## src/rtl/serial_mag_comparator.sv

```systemverilog
// Bit-serial magnitude comparator back end: folds MSB-first one-hot per-bit flags
// into a registered word-level gt/eq/lt verdict with an error flag.
module serial_mag_comparator #(
    parameter int WIDTH = 8
) (
    input  logic clk,
    input  logic rst_n,
    input  logic in_valid,
    output logic in_ready,
    input  logic in_gt,
    input  logic in_eq,
    input  logic in_lt,
    input  logic in_last,
    output logic out_valid,
    input  logic out_ready,
    output logic out_gt,
    output logic out_eq,
    output logic out_lt,
    output logic out_err
);

    // state | meaning
    // IDLE  | waiting for the first (MSB) beat of a word
    // ACCUM | mid-word, folding further beats into the decision
    // HOLD  | verdict presented, waiting for out_ready
    typedef enum logic [1:0] {IDLE, ACCUM, HOLD} state_t;

    localparam int CW = $clog2(WIDTH + 1);
    localparam logic [CW-1:0] WIDTH_C = CW'(WIDTH);
    localparam logic [2:0] DEC_GT = 3'b100;
    localparam logic [2:0] DEC_EQ = 3'b010;
    localparam logic [2:0] DEC_LT = 3'b001;

    state_t          state;
    logic [CW-1:0]   count;
    logic [2:0]      dec;
    logic            err;

    logic [2:0]      flags;
    logic            accept;
    logic            onehot;
    logic [CW-1:0]   count_inc;
    logic            at_width;
    logic            word_end;
    logic            len_err;
    logic [2:0]      dec_nxt;
    logic            err_nxt;

    assign flags     = {in_gt, in_eq, in_lt};
    assign accept    = in_valid && in_ready;
    assign onehot    = (flags == DEC_GT) || (flags == DEC_EQ) || (flags == DEC_LT);
    assign count_inc = count + CW'(1);
    assign at_width  = (count_inc == WIDTH_C);
    assign word_end  = in_last || at_width;
    // Length is wrong whenever in_last and the WIDTH-th beat do not coincide.
    assign len_err   = in_last ^ at_width;
    assign dec_nxt   = (dec == DEC_EQ && onehot && !in_eq) ? flags : dec;
    assign err_nxt   = err || !onehot || len_err;

    always_ff @(posedge clk or negedge rst_n) begin
        if (!rst_n) begin
            state     <= IDLE;
            count     <= '0;
            dec       <= DEC_EQ;
            err       <= 1'b0;
            in_ready  <= 1'b0;
            out_valid <= 1'b0;
            out_gt    <= 1'b0;
            out_eq    <= 1'b0;
            out_lt    <= 1'b0;
            out_err   <= 1'b0;
        end else begin
            case (state)
                IDLE, ACCUM: begin
                    in_ready <= 1'b1;
                    if (accept) begin
                        if (word_end) begin
                            state                    <= HOLD;
                            in_ready                 <= 1'b0;
                            out_valid                <= 1'b1;
                            {out_gt, out_eq, out_lt} <= dec_nxt;
                            out_err                  <= err_nxt;
                            count                    <= '0;
                            dec                      <= DEC_EQ;
                            err                      <= 1'b0;
                        end else begin
                            state <= ACCUM;
                            count <= count_inc;
                            dec   <= dec_nxt;
                            err   <= err_nxt;
                        end
                    end
                end
                HOLD: begin
                    if (out_ready) begin
                        state     <= IDLE;
                        in_ready  <= 1'b1;
                        out_valid <= 1'b0;
                        out_gt    <= 1'b0;
                        out_eq    <= 1'b0;
                        out_lt    <= 1'b0;
                        out_err   <= 1'b0;
                    end
                end
                default: begin
                    state    <= IDLE;
                    in_ready <= 1'b0;
                end
            endcase
        end
    end

endmodule
```

## config.mk

```make
export PLATFORM = sky130hd
export DESIGN_NAME = serial_mag_comparator
export DESIGN_NICKNAME = d
export VERILOG_FILES = /design/src/rtl/serial_mag_comparator.sv
export SDC_FILE = /design/constraint.sdc
export NUM_CORES = 1
export LEC_CHECK = 0
export CAP_MARGIN = 10
export CORE_UTILIZATION = 45
export CTS_CLUSTER_DIAMETER = 150
export DETAILED_ROUTE_END_ITERATION = 6
export GPL_TIMING_DRIVEN = 0
export PLACE_DENSITY = 0.74
export RECOVER_POWER = 50
export SLEW_MARGIN = 20
export SYNTH_ARGS = -nofsm -noshare
export SYNTH_HDL_FRONTEND = slang
export SYNTH_SLANG_ARGS = --single-unit
```

## constraint.sdc

```tcl
create_clock -name clk -period 1.6 [get_ports clk]
set_input_delay 0.32 -clock clk [delete_from_list [all_inputs] [get_ports clk]]
set_output_delay 0.32 -clock clk [all_outputs]
set_load 0.01 [all_outputs]
```

==> summary.md <==
| Metric | Value |
|---|---|
| Commonest non-fill, non-tap cell in the layout | `dfrtp_1` |
| GP Congestion | `0.7422` |
| Skew-Pair Late Insertion Delay | `0.29 ns` |
| Violation count after the first detailed-route iteration | `18` |
| Vias/cell | `5.581` |
| Crit path largest cell delay | `0.42 ns` |
| CTS buffer count | `3` |
| Post-synth EDFFs | `0` |
| Dpl cells | `121` |
| Non-filler cells, final | `129` |
| Final Hold Fails | `0` |
| Routed len/inst | `14.02 um` |
| CP startpoint kind | `flop` |
| Crit path DAT | `2.07 ns` |
| Final WL | `1.809 mm` |
| Worst clock skew | `0.003302 ns` |
| Vias after detailed routing | `720` |
| Pwr Density | `1292 mW/mm2` |
| R2R Path End | `err$_DFFE_PN0P_` |
| VDD IR max | `0.8173 mV` |
| Most used flip-flop cell after synthesis | `dfrtp_1` |
| CP startpoint | `count[0]$_DFFE_PN0P_` |
| Net Count, Synth | `94` |
| CP endpoint kind | `flop` |
| Netlist Area Pre-Place | `823.3 um2` |
| GR Util met1 | `0.2649` |
| Failing checks | `negative setup slack` |
| Drt drc | `0` |
| Status | `complete, but fails checks` |
| Filler cells | `150` |
| Port bufs | `13` |
| Area of the multi-input gates | `442.9 um2` |
| DR pass1 iterations | `4` |
| Share of cells above drive strength 1 | `0.2115` |
| Unrepaired setup endpoints after global routing | `true` |
| Post-synthesis async set-or-reset flop share | `1.000` |
| Clk sinks | `16` |
| CP max-delay cell | `dfrtp_1` |
| Crit path cell chain | `nand2_1 -> xnor2_1 -> nand3_1 -> ha_1 -> or4_4 -> o22ai_2 -> o31ai_1` |
| Post-Synthesis Cells | `83` |
| Final Max Tran Viols | `0` |
| Levels on crit path | `7` |
| PnR worst setup slack | `-0.2986 ns` |
| Top-level I/O count | `14` |
| CTS tree | `yes` |
| Gr usage total | `0.2060` |
| Total power | `1.440 mW` |
| Max Clock Freq | `526.7 MHz` |
| Clock slew at reported path FFs | `0.09 ns` |
| Slew @ Worst Pin | `0.7336 ns` |
| Die X | `44.78 um` |
| Worst r2r src | `count[0]$_DFFE_PN0P_` |
| Seq cells post-synth | `16` |
| Met3 Use GR | `0.02400` |
| P&R area growth vs syn | `35.41%` |
| Min cycle time layout | `1.899 ns` |
| Setup CP Type | `flop to flop` |
| DPL Wire Length | `1.213 mm` |
| Vias in the first global route | `651` |
| Static Leakage | `0.4740 nW` |
| Synth warnings | `0` |
| Initial Util | `0.4768` |
| Commonest non-fill, non-tap cells in the layout | `dfrtp_1 (15), clkdlybuf4s50_1 (12), nand2_1 (8), nand3_1 (8)` |
| CP Buf/Inv Count | `0` |
| Mapped Avg Cell Area | `9.919 um2` |
| Core footprint | `0.001727 mm2` |
| Grt peak-use layer | `met2` |
| Setup violations, final | `12` |
| Register area | `401.6 um2` |
| Detail Route Antenna Nets | `0` |
| Row count | `15` |
| Htree depth | `1` |
| Largest delay share family, worst path | `simple AND/OR/NAND/NOR gates` |
| Synth unique cells | `32` |
| R2R Setup Slk | `-0.30 ns` |
| # diodes | `0` |
| Final Net Count | `116` |
| Die Span Y | `44.78 um` |
| Clock Path Buffers | `2` |
| Slew HR | `0.5093` |
| First-pass GRT wire length | `2.898 mm` |
| Required time worst endpoint | `1.77 ns` |
| Hold_buf cts | `0` |
| Number of max-cap violations | `0` |
| Min-Delay Path Class | `flop to flop` |
| Pin count of the biggest net entering global routing | `17` |
| GR met2 Demand/Resource | `0.3412` |
| Setup crit end | `err$_DFFE_PN0P_` |
| CTS root buffer | `clkbuf_4` |
| Final Cycle Share | `1.187` |
| Pre-CTS WS | `-0.4499 ns` |
| Worst R2R Path Depth | `7` |
| GRT overflow | `0` |
| Initial antenna violation count | `0` |
| Hold WS | `0.5002 ns` |
| Crit Path Max Fanout | `5` |
| Register area share after synthesis | `0.4878` |
| Setup TNS | `-1.906 ns` |
| Die area | `0.002005 mm2` |
where the power goes:
part           internal, mW  total [mW]  switching [mW]
combinational         0.281       0.505           0.225
sequential            0.541       0.663           0.123
clock                 0.139       0.271           0.133
total                 0.960        1.44           0.480
synthesized netlist by cell type (2+ instances only):
cell type,number,area (um2)
xnor2_1,2,17.52
nor2_1,3,11.26
nand2_1,9,33.78
o22ai_1,3,18.77
ha_1,3,37.54
nand3b_1,3,22.52
inv_1,5,18.77
dfrtp_1,15,375.4
a21oi_1,2,10.01
o21ai_0,7,35.03
nand3_1,10,50.05
flip-flops by register name, indices dropped and copies added, names as in the netlist:
signal	count
count	4
dec	3
state	2
err	1
in_ready	1
out_eq	1
out_err	1
out_gt	1
out_lt	1
out_valid	1
metal layers:
metal  routed length [um]  up-vias  share of wire
met2                  897       21           0.50
met1                  809      348           0.45
met4                   28        0          0.015
li1                     -      347              -
met3                   74        4          0.041
met5                    0        -              0
worst min-delay path by stage:
stage	startpoint	endpoint	slack, ns	depth (start not counted)
final	out_valid$_DFFE_PN0P_	out_valid$_DFFE_PN0P_	0.50	1
after floorplan	rst_n	count[0]$_DFFE_PN0P_	0.02	0
after detailed placement	out_valid$_DFFE_PN0P_	out_valid$_DFFE_PN0P_	0.48	1
after CTS	rst_n	out_err$_DFFE_PN0P_	0.46	1
after global placement	err$_DFFE_PN0P_	err$_DFFE_PN0P_	0.47	2
after global routing	out_valid$_DFFE_PN0P_	out_valid$_DFFE_PN0P_	0.52	1
logic make-up (layout without fill, tap and decap cells):
kind of cell    after synthesis  after routing  share of synthesized area
compound gates               20             20                     0.1657
xor+xnor                      2              2                    0.02128
fa+ha+maj                     3              3                    0.04560
buf+inv                       6             27                    0.02735
flops                        16             16                     0.4878
simple gates                 36             36                     0.2523
stage by stage:
| step | util | instance area, um2 |
|---|---|---|
| 2_1_floorplan | - | 823.3 |
| 3_3_place_gp | 0.5703 | 984.7 |
| 3_5_place_dp | 0.5703 | 984.7 |
| 4_1_cts | 0.6391 | 1104 |
| 5_1_grt | 0.6457 | 1115 |
| 6_report | 0.6457 | 1115 |
worst register-to-register path, delay by kind of cell (launching register included):
kind / cells / cell delay, ns
AO/OA/AOI/OAI: 2 / 0.27
XOR/XNOR: 1 / 0.15
adder cells (fa/ha/maj): 1 / 0.31
flip-flops: 1 / 0.42
AND/OR/NAND/NOR: 3 / 0.63
timing repair:
item / in CTS / in global routing
resized for setup: 19 / 1
setup buffers: 3 / 1
endpoints found under the setup margin: 12 / 12
pin swaps: 4 / 1
cell type report:
class	count	area share
Multi-Input combinational cell	61	0.3973
Sequential cell	16	0.3603
Timing Repair Buffer	17	0.1504
Clock buffer	4	0.03255
Tap cell	25	0.02806
Inverter	5	0.01908
Buffer	1	0.01235
Power figures use the tool's default switching activity.
